## config.mk

```make
export PLATFORM = sky130hd
export DESIGN_NAME = alu_arbiter
export DESIGN_NICKNAME = d
export VERILOG_FILES = /design/src/rtl/alu_pkg.sv /design/src/rtl/alu_core.sv /design/src/rtl/alu_arbiter.sv
export SDC_FILE = /design/constraint.sdc
export NUM_CORES = 1
export LEC_CHECK = 0
export ABC_AREA = 1
export CAP_MARGIN = 20
export CORE_ASPECT_RATIO = 1.75
export CORE_MARGIN = 4
export CORE_UTILIZATION = 39
export DETAILED_ROUTE_END_ITERATION = 8
export MAX_ROUTING_LAYER = met4
export PLACE_DENSITY_LB_ADDON = 0.25
export REMOVE_ABC_BUFFERS = 1
export SKIP_CTS_REPAIR_TIMING = 1
export SLEW_MARGIN = 40
export SYNTH_ARGS = -nofsm -noshare
export SYNTH_HDL_FRONTEND = slang
export SYNTH_HIERARCHICAL = 1
export SYNTH_SLANG_ARGS = --single-unit
```

## constraint.sdc

```tcl
create_clock -name clk -period 2.2 [get_ports clk]
set_input_delay 0.44 -clock clk [delete_from_list [all_inputs] [get_ports clk]]
set_output_delay 0.44 -clock clk [all_outputs]
set_load 0.01 [all_outputs]
```

## src/rtl/alu_pkg.sv

```systemverilog
// Shared constants for the ALU arbiter: default width, opcodes and sequencer states.
package alu_pkg;

    localparam int unsigned ALU_WIDTH = 4;

    localparam logic [2:0] OP_AND = 3'b000;
    localparam logic [2:0] OP_OR  = 3'b001;
    localparam logic [2:0] OP_XOR = 3'b010;
    localparam logic [2:0] OP_NOT = 3'b011;
    localparam logic [2:0] OP_ADD = 3'b100;
    localparam logic [2:0] OP_SUB = 3'b101;

    typedef enum logic [1:0] {
        S_IDLE = 2'd0,
        S_EXEC = 2'd1,
        S_RESP = 2'd2
    } state_e;

endpackage

```

## src/rtl/alu_core.sv

```systemverilog
// Combinational integer ALU: logic ops, add with carry-out, subtract with no-borrow flag.
module alu_core
    import alu_pkg::*;
#(
    parameter int unsigned WIDTH = ALU_WIDTH
) (
    input  logic [2:0]       op,
    input  logic [WIDTH-1:0] a,
    input  logic [WIDTH-1:0] b,
    output logic [WIDTH-1:0] result,
    output logic             carry,
    output logic             zero,
    output logic             err
);

    logic [WIDTH:0] sum;

    always_comb begin
        sum    = '0;
        result = '0;
        carry  = 1'b0;
        err    = 1'b0;
        case (op)
            OP_AND: result = a & b;
            OP_OR:  result = a | b;
            OP_XOR: result = a ^ b;
            OP_NOT: result = ~a;
            OP_ADD: begin
                sum    = {1'b0, a} + {1'b0, b};
                result = sum[WIDTH-1:0];
                carry  = sum[WIDTH];
            end
            OP_SUB: begin
                result = a - b;
                carry  = (a >= b);
            end
            default: err = 1'b1;
        endcase
    end

    assign zero = (result == '0);

endmodule

```

## src/rtl/alu_arbiter.sv

```systemverilog
// Two-requester round-robin arbiter/sequencer in front of alu_core (IDLE -> EXEC -> RESP).
// Optional per-requester grant counters are enabled by defining ALU_ARB_STATS_EN.
module alu_arbiter
    import alu_pkg::*;
#(
    parameter int unsigned WIDTH = ALU_WIDTH
) (
    input  logic             clk,
    input  logic             rst_n,
    input  logic             req0_valid,
    output logic             req0_ready,
    input  logic [2:0]       req0_op,
    input  logic [WIDTH-1:0] req0_a,
    input  logic [WIDTH-1:0] req0_b,
    input  logic             req1_valid,
    output logic             req1_ready,
    input  logic [2:0]       req1_op,
    input  logic [WIDTH-1:0] req1_a,
    input  logic [WIDTH-1:0] req1_b,
    output logic             rsp_valid,
    input  logic             rsp_ready,
    output logic             rsp_id,
    output logic [WIDTH-1:0] rsp_result,
    output logic             rsp_carry,
    output logic             rsp_zero,
`ifdef ALU_ARB_STATS_EN
    output logic [7:0]       grant_cnt0,
    output logic [7:0]       grant_cnt1,
`endif
    output logic             rsp_err
);

    state_e           state_q, state_d;
    logic             last_grant_q;
    logic [2:0]       op_q;
    logic [WIDTH-1:0] a_q, b_q;
    logic             id_q;
    logic [WIDTH-1:0] result_q;
    logic             carry_q, zero_q, err_q;

    logic             grant_en, grant_id;
    logic [2:0]       grant_op;
    logic [WIDTH-1:0] grant_a, grant_b;
    logic [WIDTH-1:0] core_result;
    logic             core_carry, core_zero, core_err;

    // Contention goes to whoever was not served last; rst_n gating keeps ready low in reset.
    always_comb begin
        grant_id   = (req0_valid && req1_valid) ? ~last_grant_q : req1_valid;
        grant_en   = rst_n && (state_q == S_IDLE) && (req0_valid || req1_valid);
        req0_ready = grant_en && !grant_id;
        req1_ready = grant_en && grant_id;
        grant_op   = grant_id ? req1_op : req0_op;
        grant_a    = grant_id ? req1_a  : req0_a;
        grant_b    = grant_id ? req1_b  : req0_b;
    end

    always_comb begin
        state_d = state_q;
        case (state_q)
            S_IDLE:  if (grant_en) state_d = S_EXEC;
            S_EXEC:  state_d = S_RESP;
            S_RESP:  if (rsp_ready) state_d = S_IDLE;
            default: state_d = S_IDLE;
        endcase
    end

    alu_core #(
        .WIDTH (WIDTH)
    ) u_core (
        .op     (op_q),
        .a      (a_q),
        .b      (b_q),
        .result (core_result),
        .carry  (core_carry),
        .zero   (core_zero),
        .err    (core_err)
    );

    always_ff @(posedge clk or negedge rst_n) begin
        if (!rst_n) begin
            state_q      <= S_IDLE;
            last_grant_q <= 1'b1;
            op_q         <= '0;
            a_q          <= '0;
            b_q          <= '0;
            id_q         <= 1'b0;
            result_q     <= '0;
            carry_q      <= 1'b0;
            zero_q       <= 1'b0;
            err_q        <= 1'b0;
        end else begin
            state_q <= state_d;
            if (grant_en) begin
                op_q <= grant_op;
                a_q  <= grant_a;
                b_q  <= grant_b;
                id_q <= grant_id;
            end
            if (state_q == S_EXEC) begin
                result_q <= core_result;
                carry_q  <= core_carry;
                zero_q   <= core_zero;
                err_q    <= core_err;
            end
            if (state_q == S_RESP && rsp_ready) begin
                last_grant_q <= id_q;
            end
        end
    end

    assign rsp_valid  = (state_q == S_RESP);
    assign rsp_id     = id_q;
    assign rsp_result = result_q;
    assign rsp_carry  = carry_q;
    assign rsp_zero   = zero_q;
    assign rsp_err    = err_q;

`ifdef ALU_ARB_STATS_EN
    logic [7:0] cnt0_q, cnt1_q;

    always_ff @(posedge clk or negedge rst_n) begin
        if (!rst_n) begin
            cnt0_q <= '0;
            cnt1_q <= '0;
        end else begin
            if (req0_ready && cnt0_q != 8'hff) cnt0_q <= cnt0_q + 8'd1;
            if (req1_ready && cnt1_q != 8'hff) cnt1_q <= cnt1_q + 8'd1;
        end
    end

    assign grant_cnt0 = cnt0_q;
    assign grant_cnt1 = cnt1_q;
`endif

endmodule

```

==> flow_summary.json, run 1 <==
{
  "routabilityCongestion": 0.8890,
  "overflow": 0,
  "dr.pass1.iters": 4,
  "p_leak_uw": 0.001205,
  "layout_commonest_cell": "nand2_1",
  "track_usage": 0.1452,
  "synth_top_family_by_area": "simple AND/OR/NAND/NOR gates",
  "period_share": 0.8905,
  "drt_iter0_drc": 34,
  "grt_max_degree": 23,
  "ys_top_cells_by_area": "dfrtp_1, nand2_1, ha_1",
  "syn_area_um2": 1757,
  "die_y_um": 96.79,
  "intPower_uw": 1372,
  "required_ns": 2.34,
  "switching_share": 0.4683,
  "num-fill-cells": 456,
  "finClkSkew_ns": 0.002640,
  "antenna_left": 0,
  "route.detailed.drc": 0,
  "status": "finished clean",
  "synth_cells": 252,
  "port_buffers": 37,
  "fin_util": 0.5097,
  "layout.cells.non_filler": 342,
  "ios": 38,
  "grt_antenna_before_repair": 0,
  "setup_viol": 0,
  "hpwl_um": 3139,
  "totalWireLength_um": 3774,
  "maxSlewHeadroom": 0.5661,
  "stdcell_area_um2": 2225,
  "synth_compound_area_frac": 0.06838,
  "num_vias": 1607,
  "cts_max_path_buffers": 2,
  "synth-edff-count": 0,
  "synth-seq-cells": 22,
  "clk_pin_slew_worst_paths_ns": 0.08,
  "seq_area_um2": 551.8,
  "drive_gt1_frac": 0.1306,
  "p_sw_uw": 1208,
  "p_per_area_nw_per_um2": 1160,
  "cts_buffers": 3,
  "yosysWarnings": 6,
  "cap_violations": 0,
  "area_delta_synth_final_pct": 26.64,
  "clock_sinks": 22,
  "tritoncts": "yes",
  "hold_ws_ns": 0.2636,
  "post-route-min-period_ns": 1.959,
  "cp_max_fo": 3,
  "grt_pass1_wl_um": 6320,
  "arrival_ns": 2.10,
  "syn_area_per_cell_um2": 6.971,
  "synth_seq_area_share": 0.3141,
  "grt_pass1_vias": 1537,
  "synth-simple-area-share": 0.3754,
  "wl_per_cell_um": 11.04,
  "via_per_inst": 4.699,
  "synthAdderAreaFrac": 0.1083,
  "final_hold_viol_count": 0,
  "clk_latency_ns": 0.26,
  "combPwrFrac": 0.601,
  "synth_mux_area_frac": 0,
  "yosysTopAreaCell": "dfrtp_1",
  "ys_async_sr_fraction": 1.000,
  "design.core.area_um2": 4364,
  "synth_top_cell_area_share": 0.2991,
  "fp-row-count": 32,
  "seqPwrFrac": 0.286,
  "synth.distinct_cells": 25,
  "ys.flop_type": "dfrtp_1",
  "worst_pin_slew_ns": 0.6508,
  "cp-end-kind": "flop",
  "synth_xor_area_frac": 0.004986,
  "maxSlewViolCount": 0,
  "rsz0062_at_grt": "no",
  "htreeDepth": 1,
  "crit_type": "reg2reg",
  "diodes": 0,
  "placed_area_um2": 2160,
  "multiInputGateArea_um2": 980.9,
  "clockPowerShare": 0.113,
  "root_buffer": "clkbuf_8",
  "die_x_um": 58.74,
  "fmax_mhz": 510.4,
  "min_path_type": "in2async",
  "ir_drop_mv": 0.6371,
  "final_cell_mix": "nand2_1, clkdlybuf4s50_1, inv_1",
  "start_util": 0.4025,
  "start_kind": "flop",
  "place_inst": 338,
  "dieArea_um2": 5685,
  "fin_nets": 333
}
per-stage QoR:
stage	total power (uW)	setup slack [ns]	TNS, ns
2_1_floorplan	1802	0.4525	0
3_5_place_dp	2300	-0.06845	-0.06845
3_3_place_gp	2279	-0.04269	-0.04269
6_report	2580	0.2408	0
5_1_grt	2855	0.01661	0
4_1_cts	2601	-0.06849	-0.06849
kinds of logic after synthesis:
| family | count (synthesis) |
|---|---|
| buf+inv | 46 |
| simple gates | 151 |
| xor+xnor | 1 |
| compound gates | 18 |
| fa+ha+maj | 14 |
| flops | 22 |
final timing paths:
check / from / endpoint / slack [ns] / cells after the start
max in group asynchronous: rst_n / last_grant_q / 1.66 / 2
min: rst_n / rsp_result[2] / 0.26 / 2
max: a_q[0] / rsp_carry / 0.24 / 12
min reg2reg: last_grant_q / last_grant_q / 0.48 / 2
max reg2reg: a_q[0] / rsp_carry / 0.24 / 12
min in group clk: last_grant_q / last_grant_q / 0.48 / 2
power groups by stage:
stage	Sequential, uW	Combinational [uW]	Clock [uW]
floorplan	735	1070	0
finish	738	1550	291
global route	771	1760	320
CTS	740	1560	303
detailed placement	746	1550	0
global placement	739	1540	0
cells in the mapped netlist (all sizes together), types with 2 or more instances:
cell type  number
nand2          97
inv            36
nand3          29
dfrtp          21
nor2           19
o21ai          13
ha             12
buf            10
a21oi           5
nand4           4
fa              2
cell type report:
| cell class | instances | share of cell area |
|---|---|---|
| clock buffer | 4 | 0.02475 |
| inverter | 36 | 0.06074 |
| multi-input combinational | 184 | 0.4409 |
| sequential | 22 | 0.2480 |
| tap | 51 | 0.02868 |
| timing repair buffer | 45 | 0.1969 |
critical path: stages (launching register included):
cell     delay, ns
dfrtp_1       0.41
inv_1         0.10
ha_1          0.15
inv_1         0.06
fa_1          0.37
inv_1         0.08
o21ai_0       0.09
a21oi_1       0.20
nor2_1        0.06
o21ai_0       0.14
nand2_1       0.06
inv_1         0.06
o21ai_2       0.05
state kept, by name, summed over array words and instances (netlist names):
signal,cells
rsp_result,4
state_q,2
op_q,3
rsp_carry,1
rsp_err,1
b_q,4
a_q,4
rsp_zero,1
rsp_id,1
last_grant_q,1
per-layer routing:
metal / track usage / part of all wire / vias up
li1: - / - / 852
met1: 0.1247 / 0.35 / 704
met2: 0.2819 / 0.58 / 43
met3: 0.01335 / 0.042 / 8
met4: 0.08028 / 0.032 / 0
met5: - / 0 / -
Power figures use the tool's default switching activity.
==> run 2: changes to the inputs <==
--- a/config.mk
+++ b/config.mk
@@ -14,6 +14,7 @@
 export MAX_ROUTING_LAYER = met4
 export PLACE_DENSITY_LB_ADDON = 0.25
 export REMOVE_ABC_BUFFERS = 1
+export SETUP_SLACK_MARGIN = 0.05
 export SKIP_CTS_REPAIR_TIMING = 1
 export SLEW_MARGIN = 40
 export SYNTH_ARGS = -nofsm -noshare
==> run 2 against run 1 <==
Compared with the run above: critical path depth fell by 1; core utilization rose by 0.17 points; wire length rose by 0.66%; cell count rose by 0.29%; critical path type unchanged; critical endpoint is now rsp_zero; largest power group unchanged; highest routed layer unchanged.
==> flow_summary.json, run 2 (synthesis gave the netlist of run 1 again) <==
{
  "clk_latency_ns": 0.26,
  "p_leak_uw": 0.001210,
  "totalWireLength_um": 3799,
  "crit_chain": "buf_4 -> ha_1 -> inv_1 -> fa_1 -> nand3b_1 -> nand3_1 -> nor2_1 -> nand3_1 -> nor2_2 -> inv_1 -> o21ai_2",
  "slowest_delay_ns": 0.46,
  "reg2reg_slack_ns": 0.25,
  "final_hold_viol_count": 0,
  "die_y_um": 96.79,
  "min_path_type": "in2async",
  "ir_drop_mv": 0.6389,
  "htreeDepth": 1,
  "design.core.area_um2": 4364,
  "worst_pin_slew_ns": 0.6493,
  "cap_violations": 0,
  "required_ns": 2.39,
  "antenna_left": 0,
  "num_vias": 1613,
  "cp_max_fo": 3,
  "area_delta_synth_final_pct": 27.07,
  "timing.rr.start": "a_q[0]",
  "diodes": 0,
  "cp_slowest_cell": "fa_1",
  "via_per_inst": 4.703,
  "regToRegEndpoint": "rsp_zero",
  "hold_ws_ns": 0.2719,
  "post-route-min-period_ns": 1.954,
  "route.detailed.drc": 0,
  "fp-row-count": 32,
  "grt_pass1_wl_um": 6320,
  "cp-end-kind": "flop",
  "final_cell_mix": "nand2_1, clkdlybuf4s50_1, inv_1",
  "track_usage": 0.1452,
  "grt_antenna_before_repair": 0,
  "tritoncts": "yes",
  "clk_pin_slew_worst_paths_ns": 0.08,
  "dr.pass1.iters": 4,
  "wl_per_cell_um": 11.08,
  "drive_gt1_frac": 0.1336,
  "fin_nets": 334,
  "rsz0062_at_grt": "no",
  "port_buffers": 37,
  "grt_pass1_vias": 1537,
  "start_util": 0.4025,
  "clock_sinks": 22,
  "grt_max_degree": 23,
  "overflow": 0,
  "root_buffer": "clkbuf_8",
  "cts_buffers": 3,
  "reg2reg_depth": 11,
  "hpwl_um": 3139,
  "cts_max_path_buffers": 2,
  "start_kind": "flop",
  "maxSlewViolCount": 0,
  "num-fill-cells": 457,
  "drt_iter0_drc": 22,
  "setup_viol": 0,
  "die_x_um": 58.74,
  "status": "finished clean",
  "routabilityCongestion": 0.8890,
  "p_per_area_nw_per_um2": 1164,
  "period_share": 0.8881,
  "tns_ns": 0,
  "maxSlewHeadroom": 0.5671,
  "arrival_ns": 2.14,
  "fin_util": 0.5115,
  "dieArea_um2": 5685,
  "ios": 38,
  "layout_commonest_cell": "nand2_1",
  "crit_type": "reg2reg",
  "fmax_mhz": 511.8,
  "finClkSkew_ns": 0.002972
}
[run 2: cell types whose count changed in the layout (fill, tap and decap cells not counted), sizes merged]
cell	previous run	this run
buf	8	9
[run 2: how the worst max path moves through the flow]
| stage | start | to | slack (ns) | cells past startpoint |
|---|---|---|---|---|
| CTS | req1_valid | req0_ready | -0.07 | 6 |
| global route | a_q[0] | rsp_carry | 0.04 | 12 |
| detailed placement | req1_valid | req0_ready | -0.07 | 6 |
| global placement | req1_valid | req0_ready | -0.04 | 6 |
| floorplan | a_q[0] | rsp_zero | 0.45 | 11 |
| finish | a_q[0] | rsp_zero | 0.25 | 11 |
[run 2: final cells by class]
| type | count | area, um2 | share of cell area |
|---|---|---|---|
| Tap cell | 51 | 63.81 | 0.02859 |
| Multi-Input combinational cell | 184 | 980.9 | 0.4395 |
| Clock buffer | 4 | 55.05 | 0.02466 |
| Inverter | 36 | 135.1 | 0.06054 |
| Timing Repair Buffer | 46 | 445.4 | 0.1996 |
| Sequential cell | 22 | 551.8 | 0.2472 |
[run 2: per-layer routing]
metal | vias up | track usage | wire, um
li1 | 855 | - | -
met1 | 710 | 0.1247 | 1373
met2 | 40 | 0.2819 | 2176
met5 | - | - | 0
met3 | 8 | 0.01335 | 128
met4 | 0 | 0.08028 | 120
[run 2: power breakdown]
part	total (uW)	switching [uW]	internal (uW)
Combinational	1570	914	653
Sequential	737	169	568
Clock	293	134	160
Total	2600	1220	1380
[run 2: worst max-delay path, delay by kind of cell (launching register included)]
family	cells	cell delay, ns
AOI/OAI and AO/OA	1	0.11
buffers and inverters	3	0.24
adders and majority gates	2	0.65
DFF	1	0.35
and+or+nand+nor	5	0.53
[run 2: through the flow]
| stage | worst slack (ns) | cell area [um2] | cells | power (uW) |
|---|---|---|---|---|
| global route | 0.04137 | 2232 | 343 | 2867 |
| floorplan | 0.4525 | 1665 | 242 | 1802 |
| CTS | -0.06849 | 2215 | 342 | 2601 |
| detailed placement | -0.06845 | 2160 | 338 | 2300 |
| global placement | -0.04269 | 2160 | 338 | 2279 |
| finish | 0.2461 | 2232 | 343 | 2597 |
==> run 3: changes to the inputs <==
--- a/config.mk
+++ b/config.mk
@@ -6,9 +6,7 @@
 export NUM_CORES = 1
 export LEC_CHECK = 0
 export ABC_AREA = 1
-export CAP_MARGIN = 20
 export CORE_ASPECT_RATIO = 1.75
-export CORE_MARGIN = 4
 export CORE_UTILIZATION = 39
 export DETAILED_ROUTE_END_ITERATION = 8
 export MAX_ROUTING_LAYER = met4
@@ -19,5 +17,4 @@
 export SLEW_MARGIN = 40
 export SYNTH_ARGS = -nofsm -noshare
 export SYNTH_HDL_FRONTEND = slang
-export SYNTH_HIERARCHICAL = 1
 export SYNTH_SLANG_ARGS = --single-unit
==> run 3 against run 2 <==
Compared with the run above: sequential share of layout area grew 2.2 points; total power is 2.4% lower; synthesized cell count fell by 19%; sequential cell count did not move; non-clock buffer count is 3 lower; worst hold slack better by 0.21 ns; cell area is 8.3% lower; setup slack got worse by 0.072 ns; sequential power decreased by 1%; clock-buffer cell count decreased by 1; core utilization increased by 4.7 points; area after synthesis down 14%; critical endpoint is now req0_ready; highest routed layer unchanged.
==> flow_summary.json, run 3 <==
{
  "clk_latency_ns": 0.26,
  "synth.most_common_cell": "nand2_1",
  "dieArea_um2": 4155,
  "yosysTopAreaCell": "dfrtp_1",
  "overflow": 0,
  "root_buffer": "clkbuf_8",
  "design.core.area_um2": 3665,
  "reg2reg_depth": 11,
  "min_path_cells": 2,
  "met2_usage": 0.3786,
  "grt_antenna_before_repair": 0,
  "status": "finished clean",
  "fp-row-count": 29,
  "final_cell_mix": "nand2_1, clkdlybuf4s50_1, inv_1",
  "totalWireLength_um": 3663,
  "fin_ws_ns": 0.1741,
  "grt_pass1_wl_um": 6396,
  "ios": 38,
  "drive_gt1_frac": 0.06827,
  "netlist_top_cells_count": "nand2_1, inv_1, nor2_1",
  "synth_cells": 205,
  "syn_area_per_cell_um2": 7.403,
  "synth-seq-cells": 22,
  "yosysWarnings": 0,
  "slowest_delay_ns": 0.47,
  "htreeDepth": 1,
  "layout_commonest_cell": "nand2_1",
  "reg2reg_slack_ns": 0.33,
  "die_x_um": 49.16,
  "setup_viol": 0,
  "cp_max_fo": 3,
  "drt_iter0_drc": 35,
  "final_hold_viol_count": 0,
  "cts_max_path_buffers": 2,
  "start_util": 0.4141,
  "diodes": 0,
  "cp_slowest_cell": "clkdlybuf4s50_1",
  "port_buffers": 37,
  "ir_drop_mv": 0.7038,
  "min_path_type": "reg2reg",
  "p_leak_uw": 0.001011,
  "wl_per_cell_um": 12.42,
  "maxSlewHeadroom": 0.7946,
  "route.detailed.drc": 0,
  "die_y_um": 84.53,
  "syn_area_um2": 1518,
  "preCtsSetupSlack_ns": -0.2002,
  "place_inst": 291,
  "ys.flop_type": "dfrtp_1",
  "routabilityCongestion": 0.9141,
  "cap_violations": 0,
  "clk_pin_slew_worst_paths_ns": 0.09,
  "track_usage": 0.2075,
  "hpwl_um": 3062,
  "start_kind": "primary input",
  "fin_nets": 291,
  "ys_async_sr_fraction": 1.000,
  "cp-end-kind": "output port",
  "dr.pass1.iters": 4,
  "crit_chain": "clkdlybuf4s50_1 -> inv_1 -> nor4_4 -> inv_2 -> nor2_4 -> dlymetal6s2s_1",
  "grt-busiest-layer": "met2",
  "finClkSkew_ns": 0.005445,
  "ys_top_cells_by_area": "dfrtp_1, nand2_1, ha_1",
  "grtUsageMet1": 0.2153,
  "grtUsageMet3": 0.01812,
  "period_share": 0.9209,
  "rsz0062_at_grt": "no",
  "tritoncts": "yes",
  "required_ns": 1.76,
  "worst_pin_slew_ns": 0.3069,
  "fmax_mhz": 493.6,
  "grt_pass1_vias": 1469,
  "num-fill-cells": 352,
  "maxSlewViolCount": 0,
  "area_delta_synth_final_pct": 34.87,
  "p_per_area_nw_per_um2": 1238,
  "layout.cells.non_filler": 295,
  "cts_buffers": 3,
  "synth_top_cell_area_share": 0.3462,
  "crit_family": "buffers and inverters",
  "grt_max_degree": 23,
  "synth_seq_area_share": 0.3636,
  "synth-edff-count": 0,
  "synth.distinct_cells": 22,
  "arrival_ns": 1.59,
  "num_vias": 1461,
  "antenna_left": 0,
  "crit_type": "in2out",
  "tns_ns": 0,
  "path_buf_inv": 4,
  "path_depth": 6,
  "via_per_inst": 4.953,
  "post-route-min-period_ns": 2.026,
  "clock_sinks": 22
}
[run 3: cell types whose count changed in the layout (fill, tap and decap cells not counted), moves of 5 or more]
cell	change
o211ai_1	+11
nand2_2	-5
nand3_1	-11
nor2_1	+7
nand2_1	-34
o21ai_2	-7
[run 3: final timing paths]
| path | start | end |
|---|---|---|
| worst max-delay path | rst_n | req0_ready |
| worst min-delay path | rsp_result[3] | rsp_result[3] |
| worst max register to register | a_q[0] | rsp_zero |
| worst min register to register | rsp_result[3] | rsp_result[3] |
| max in group asynchronous | rst_n | last_grant_q |
| min in group asynchronous | rst_n | a_q[0] |
[run 3: metrics by stage]
stage	instance area (um2)	utilization	hold WS (ns)	power, uW
final	2047	0.5586	0.4849	2534
after global routing	2047	0.5586	0.5028	2792
after CTS	2042	0.5572	0.4917	2551
after detailed placement	1971	0.5377	0.4707	2162
after global placement	1971	0.5377	0.4636	2158
after floorplan	1498	-	0.1444	1640
[run 3: layer usage]
layer | part of all wire | vias up
li1 | - | 739
met1 | 0.39 | 678
met2 | 0.56 | 36
met3 | 0.020 | 8
met4 | 0.031 | 0
met5 | 0 | -
[run 3: cell type report]
class                      instances  area [um2]  share of cell area
tap                               46       57.56             0.02812
sequential                        22       551.8              0.2696
clock buffer                       3       41.29             0.02017
clock inverter                     1       30.03             0.01467
inverter                          34       127.6             0.06235
timing repair buffer              43       420.4              0.2054
multi-input combinational        146       818.3              0.3998
[run 3: cell families after synthesis]
| logic type | count (synthesis) | synth area share |
|---|---|---|
| and+or+nand+nor | 104 | 0.3009 |
| DFF | 22 | 0.3636 |
| buffers and inverters | 37 | 0.09728 |
| adders and majority gates | 14 | 0.1253 |
| AOI/OAI and AO/OA | 28 | 0.1129 |
[run 3: worst min-delay path, delay by kind of cell (launching register included)]
family           cells  cell delay, ns
flip-flops           1            0.35
AND/OR/NAND/NOR      2            0.10
[run 3: where the power goes]
| part | internal (uW) | total, uW | switching (uW) |
|---|---|---|---|
| Clock | 243 | 381 | 138 |
| Sequential | 584 | 728 | 145 |
| Combinational | 586 | 1430 | 839 |
| Total | 1410 | 2530 | 1120 |
